[config.mk]
export PLATFORM = sky130hd
export DESIGN_NAME = mul_div_unit
export DESIGN_NICKNAME = d
export VERILOG_FILES = /design/src/rtl/mdu_pkg.sv /design/src/rtl/mdu_negate.sv /design/src/rtl/mul_div_unit.sv
export SDC_FILE = /design/constraint.sdc
export NUM_CORES = 1
export LEC_CHECK = 0
export CAP_MARGIN = 20
export CORE_UTILIZATION = 50
export CTS_CLUSTER_SIZE = 30
export DETAILED_ROUTE_END_ITERATION = 16
export GPL_TIMING_DRIVEN = 0
export MAX_ROUTING_LAYER = met4
export PLACE_DENSITY_LB_ADDON = 0.12
export SLEW_MARGIN = 30
export SYNTH_ARGS = -nofsm -noshare
export SYNTH_HDL_FRONTEND = slang
export SYNTH_SLANG_ARGS = --single-unit
[constraint.sdc]
create_clock -name clk -period 9.2 [get_ports clk]
set_input_delay 2.76 -clock clk [delete_from_list [all_inputs] [get_ports clk]]
set_output_delay 2.76 -clock clk [all_outputs]
set_load 0.005 [all_outputs]
[src/rtl/mdu_pkg.sv]
// rtl/mdu_pkg.sv - shared op encodings, FSM states and default width for the multiply/divide unit
package mdu_pkg;

  localparam int MDU_W = 32;

  localparam logic [1:0] MDU_MULTU = 2'b00;
  localparam logic [1:0] MDU_MULT  = 2'b01;
  localparam logic [1:0] MDU_DIVU  = 2'b10;
  localparam logic [1:0] MDU_DIV   = 2'b11;

  typedef enum logic [1:0] {
    ST_IDLE  = 2'd0,
    ST_CALC  = 2'd1,
    ST_FIXUP = 2'd2
  } mdu_state_e;

endpackage

[src/rtl/mdu_negate.sv]
// rtl/mdu_negate.sv - combinational conditional two's-complement negate
module mdu_negate #(
  parameter int WIDTH = 32
) (
  input  logic             en,
  input  logic [WIDTH-1:0] x,
  output logic [WIDTH-1:0] y
);

  assign y = en ? -x : x;

endmodule

[src/rtl/mul_div_unit.sv]
// rtl/mul_div_unit.sv - iterative radix-2 MULT/MULTU/DIV/DIVU unit owning HI/LO
module mul_div_unit
  import mdu_pkg::*;
#(
  parameter int WIDTH = MDU_W
) (
  input  logic             clk,
  input  logic             rst,
  input  logic             start,
  input  logic [1:0]       op,
  input  logic [WIDTH-1:0] dataA,
  input  logic [WIDTH-1:0] dataB,
  input  logic             flush,
  input  logic             hi_we,
  input  logic             lo_we,
  input  logic [WIDTH-1:0] wd,
  output logic             busy,
  output logic             done,
  output logic             div_by_zero,
  output logic [WIDTH-1:0] hi_out,
  output logic [WIDTH-1:0] lo_out
);

  localparam int CW = $clog2(WIDTH);
  localparam logic [CW-1:0] LAST_STEP = CW'(WIDTH - 1);

  mdu_state_e         state;
  logic               is_div_q;
  logic [WIDTH-1:0]   a_mag;
  logic [WIDTH-1:0]   b_mag;
  logic [WIDTH-1:0]   a_raw;
  logic               sign_q;
  logic               sign_r;
  logic               div0_q;
  logic [2*WIDTH-1:0] acc;
  logic [CW-1:0]      cnt;

  logic               in_signed;
  logic               in_is_div;
  logic               s_a;
  logic               s_b;
  logic [WIDTH-1:0]   mag_a;
  logic [WIDTH-1:0]   mag_b;

  assign in_signed = (op == MDU_MULT) || (op == MDU_DIV);
  assign in_is_div = (op == MDU_DIVU) || (op == MDU_DIV);
  assign s_a       = in_signed & dataA[WIDTH-1];
  assign s_b       = in_signed & dataB[WIDTH-1];

  mdu_negate #(.WIDTH(WIDTH)) u_neg_a (.en(s_a), .x(dataA), .y(mag_a));
  mdu_negate #(.WIDTH(WIDTH)) u_neg_b (.en(s_b), .x(dataB), .y(mag_b));

  // Multiply: acc = {partial product, remaining multiplier bits}, shifted right each step.
  logic [WIDTH:0]     mul_sum;
  assign mul_sum = {1'b0, acc[2*WIDTH-1:WIDTH]} + (acc[0] ? {1'b0, a_mag} : {(WIDTH+1){1'b0}});

  // Divide: acc = {remainder, dividend/quotient}, shifted left each step.
  logic [WIDTH:0]     rem_sh;
  logic [WIDTH:0]     rem_diff;
  logic               q_bit;
  logic [WIDTH-1:0]   rem_next;
  assign rem_sh   = acc[2*WIDTH-1:WIDTH-1];
  assign rem_diff = rem_sh - {1'b0, b_mag};
  assign q_bit    = ~rem_diff[WIDTH];
  assign rem_next = q_bit ? rem_diff[WIDTH-1:0] : rem_sh[WIDTH-1:0];

  logic [2*WIDTH-1:0] prod_fix;
  logic [WIDTH-1:0]   quo_fix;
  logic [WIDTH-1:0]   rem_fix;

  mdu_negate #(.WIDTH(2*WIDTH)) u_neg_prod (.en(sign_q), .x(acc), .y(prod_fix));
  mdu_negate #(.WIDTH(WIDTH)) u_neg_quo (.en(sign_q), .x(acc[WIDTH-1:0]), .y(quo_fix));
  mdu_negate #(.WIDTH(WIDTH)) u_neg_rem (.en(sign_r), .x(acc[2*WIDTH-1:WIDTH]), .y(rem_fix));

  always_ff @(posedge clk or negedge rst) begin
    if (!rst) begin
      state       <= ST_IDLE;
      busy        <= 1'b0;
      done        <= 1'b0;
      div_by_zero <= 1'b0;
      hi_out      <= '0;
      lo_out      <= '0;
      is_div_q    <= 1'b0;
      a_mag       <= '0;
      b_mag       <= '0;
      a_raw       <= '0;
      sign_q      <= 1'b0;
      sign_r      <= 1'b0;
      div0_q      <= 1'b0;
      acc         <= '0;
      cnt         <= '0;
    end else begin
      done        <= 1'b0;
      div_by_zero <= 1'b0;
      case (state)
        ST_IDLE: begin
          if (start && !flush) begin
            is_div_q <= in_is_div;
            a_mag    <= mag_a;
            b_mag    <= mag_b;
            a_raw    <= dataA;
            sign_q   <= s_a ^ s_b;
            sign_r   <= s_a;
            div0_q   <= in_is_div && (dataB == '0);
            acc      <= {{WIDTH{1'b0}}, (in_is_div ? mag_a : mag_b)};
            cnt      <= '0;
            state    <= ST_CALC;
            busy     <= 1'b1;
          end else if (!start) begin
            if (hi_we) hi_out <= wd;
            if (lo_we) lo_out <= wd;
          end
        end
        ST_CALC: begin
          if (flush) begin
            state <= ST_IDLE;
            busy  <= 1'b0;
          end else begin
            acc <= is_div_q ? {rem_next, acc[WIDTH-2:0], q_bit} : {mul_sum, acc[WIDTH-1:1]};
            cnt <= cnt + CW'(1);
            if (cnt == LAST_STEP) state <= ST_FIXUP;
          end
        end
        ST_FIXUP: begin
          state <= ST_IDLE;
          busy  <= 1'b0;
          if (!flush) begin
            done        <= 1'b1;
            div_by_zero <= div0_q;
            if (div0_q) begin
              hi_out <= a_raw;
              lo_out <= '1;
            end else if (is_div_q) begin
              hi_out <= rem_fix;
              lo_out <= quo_fix;
            end else begin
              hi_out <= prod_fix[2*WIDTH-1:WIDTH];
              lo_out <= prod_fix[WIDTH-1:0];
            end
          end
        end
        default: begin
          state <= ST_IDLE;
          busy  <= 1'b0;
        end
      endcase
    end
  end

endmodule

==> metrics.md <==
| Metric | Value |
|---|---|
| Max_cap viols | 0 |
| Antenna violations before repair | 1 |
| Largest net degree at the start of global routing | 85 |
| Post-route cell area | 20200 µm² |
| CP Max Fanout | 10 |
| TritonCTS Buffers | 29 |
| Core Rows | 67 |
| Die height | 186 µm |
| Die W | 186 µm |
| Tmin final | 6.21 ns |
| Hold crit path type | flop to flop |
| Hold path cells | 2 |
| # nets final | 2492 |
| Worst path cell trace | clkbuf_1 -> clkbuf_1 -> and2_1 -> ha_1 -> inv_1 -> fa_1 -> nand2b_1 -> a21oi_1 -> o311ai_0 -> o41ai_1 -> a31oi_1 -> o31ai_1 -> a311oi_1 -> o21ai_0 -> a41oi_1 -> o21ai_0 |
| Root Buffer | clkbuf_16 |
| Crit start category | flop |
| Io pins | 171 |
| First-pass GRT wire length | 106 mm |
| RSZ-0062 raised after global routing | no |
| Status | finished, final reports clean |
| Post-Syn Instances | 2114 |
| Vias in the first global route | 16304 |
| Max_slew headroom | 0.261 |
| Core ar. | 33500 µm² |
| Total track usage | 0.416 |
| Fmax | 161 MHz |
| Share of cells above drive strength 1 | 0.0317 |
| Required @ worst endpoint | 9.69 ns |
| DRT antenna net count | 0 |
| Remaining Overflow, GRT | 0 |
| Sequential share of the synthesized area | 0.349 |
| Yosys cell types | 69 |
| Reg clk slew, reported paths | 0.06 ns |
| GPL Wtd Cong | 1.02 |
| Final Hold Vio Count | 0 |
| Slowest stage delay, CP | 0.92 ns |
| CP Capture Type | flop |
| Drt first-iter violations | 2433 |
| Pwr dens | 275 nW/µm² |
| Pleak | 8.61 nW |
| Final hold slack | 0.473 ns |
| H-tree Lvls | 1 |
| Synth Flop Type | dfrtp_1 |
| Routed WL | 71.6 mm |
| Post-synth ARST share | 1.00 |
| # fillers | 3080 |
| Post-CTS setup buffers | 0 |
| Slew Viols, Final | 0 |
| Initial Util | 0.507 |
| Clock tree buffer depth | 3 |
| Area post-placement | 19400 µm² |
| Worst Path Arrival | 6.70 ns |
| Cell Area, Synth | 17000 µm² |
| Syn_area_per_cell | 8.05 µm² |
| #FFs+latches synth | 237 |
| Min-delay src | a_mag[7] |
| TritonCTS clock tree | built |
| R2r startpoint | acc[0] |
| Worst vdd ir | 161 µV |
| Hold EP | a_mag[7] |
| Net count after synthesis | 2290 |
| Cts repair resizes | 0 |
| CP startpoint | acc[0] |
| Yosys Warn Count | 0 |
| Worst skew pair latency | 0.57 ns |
| Setup CP Type | flop to flop |
| Via count | 17789 |
| Area delta synth->final | 18.9% |
| CP max-delay cell | o31ai_1 |
| Detailed placer's ending HPWL | 56.8 mm |
| # setup viols final | 0 |
| Worst-Margin Slew | 1.11 ns |
| R2R setup slack | 2.99 ns |
| Clock Skews | 0.0131 ns |
| Post-CTS Hold Buffers | 0 |
| Post-synth EDFFs | 0 |
| Clk sink count | 237 |
| First-pass DRT Iterations | 7 |
| WL/cell | 25.7 µm |
| Worst-case reg-to-reg path depth | 16 |
| DRC | 0 |
| PortBufs | 168 |
| Via-to-Cell Ratio | 6.39 |
| Final worst path period share | 0.675 |
| Die ar. | 34800 µm² |
| R2R Path End | acc[63] |
cell type report:
type                    count  area (µm²)  area share
repair buffers            171        1770      0.0875
inverters                  67         251      0.0124
flip-flops and latches    237        5930       0.293
plain buffers             131         513      0.0254
clock inverters             9        57.6     0.00285
diodes                      1        2.50    0.000124
multi-input cells        1679       10300       0.511
well taps                 448         561      0.0277
clock buffers              42         805      0.0398
cell families (layout without fill, tap and decap cells):
group,Yosys count,in the layout,share of synthesized area
other cells,0,1,0
buf+inv,198,420,0.0449
fa+ha+maj,72,72,0.0538
flops,237,237,0.349
compound gates,673,673,0.237
xor+xnor,177,177,0.0911
mux,71,71,0.0424
simple gates,686,686,0.182
cells in the mapped netlist, types with 9 or more instances:
master	number	area (µm²)
nand2_1	336	1260
o21ai_0	262	1310
dfrtp_1	237	5930
a21oi_1	168	841
nor2_1	129	484
clkbuf_1	122	458
xnor2_1	105	920
xor2_1	72	631
ha_1	70	876
inv_1	65	244
mux2i_1	63	631
and2_1	40	250
o22ai_1	38	238
a21o_1	29	218
nor3_1	29	145
o31ai_1	26	195
nand3_1	22	110
or3_1	22	138
and3_1	21	131
nand2b_1	21	131
a31oi_1	16	100
a22oi_1	15	113
o21a_1	15	113
nor2b_1	14	87.6
nor4_1	14	87.6
a211oi_1	12	90.1
nand4_1	12	75.1
o211ai_1	12	90.1
o41ai_1	11	96.3
or4_1	9	67.6
how the worst max path moves through the flow:
stage | to | slack [ns] | cells after the start
6_report | acc[63] | 2.99 | 16
3_3_place_gp | cnt[1] | -5.11 | 1
3_5_place_dp | acc[25] | 2.90 | 10
5_1_grt | acc[63] | 2.86 | 16
4_1_cts | acc[63] | 3.39 | 16
2_1_floorplan | acc[25] | 4.14 | 8
stage by stage:
step / cells / setup slack [ns] / power (mW) / setup TNS (ns) / util
CTS: 2784 / 3.39 / 5.46 / 0 / 0.603
detailed placement: 2733 / 2.90 / 4.38 / 0 / 0.577
finish: 2785 / 2.99 / 5.56 / 0 / 0.603
floorplan: 2114 / 4.14 / 3.35 / 0 / -
global route: 2785 / 2.86 / 5.83 / 0 / 0.603
global placement: 2730 / -5.11 / 4.33 / -1201.99 / 0.574
report_power, final:
part	leakage, nW	internal, mW	total [mW]	switching, mW
Clock	0.420	0.603	1.09	0.483
Sequential	2.94	1.26	1.57	0.311
Combinational	5.25	1.13	2.90	1.77
Total	8.61	2.99	5.56	2.57
routing by layer:
| metal | up-vias | track usage | wire [µm] |
|---|---|---|---|
| met2 | 1218 | 0.578 | 29600 |
| li1 | 7881 | - | - |
| met4 | 0 | 0.159 | 3200 |
| met3 | 192 | 0.0967 | 8700 |
| met1 | 8498 | 0.583 | 30000 |
| met5 | - | - | 0 |
flip-flops by register name, summed over array words and instances (netlist names):
signal	cells
a_raw	31
lo_out	32
div_by_zero	1
is_div_q	1
div0_q	1
state	2
sign_q	1
acc	64
busy	1
cnt	5
sign_r	1
done	1
b_mag	32
a_mag	32
hi_out	32
critical path: cells and delay by family, from the launching register on:
kind                       cells  cell delay, ns
AOI/OAI and AO/OA              9            3.60
adders and majority gates      2            0.63
buffers and inverters          3            1.15
DFF                            1            0.32
and+or+nand+nor                2            0.42
cell usage in the layout (no fill, tap or decap), types with 6 or more instances in the layout:
cell             count
a211oi_1            12
a21o_1              29
a21oi_1            168
a221oi_1             8
a22oi_1             15
a31oi_1             16
a41oi_1              6
and2_1              40
and3_1              21
clkbuf_1           132
clkbuf_16           29
clkdlybuf4s50_1    167
dfrtp_1            237
ha_1                70
inv_1               65
mux2_2               8
mux2i_1             63
nand2_1            336
nand2b_1            21
nand3_1             22
nand4_1             12
nor2_1             128
nor2b_1             14
nor3_1              28
nor4_1              14
o211ai_1            12
o21a_1              15
o21ai_0            262
o21bai_1             8
o221ai_1             8
o22ai_1             38
o31ai_1             26
o41ai_1             11
or2_2                6
or3_1               22
or4_1                9
xnor2_1            104
xor2_1              72
Power figures use the tool's default switching activity.
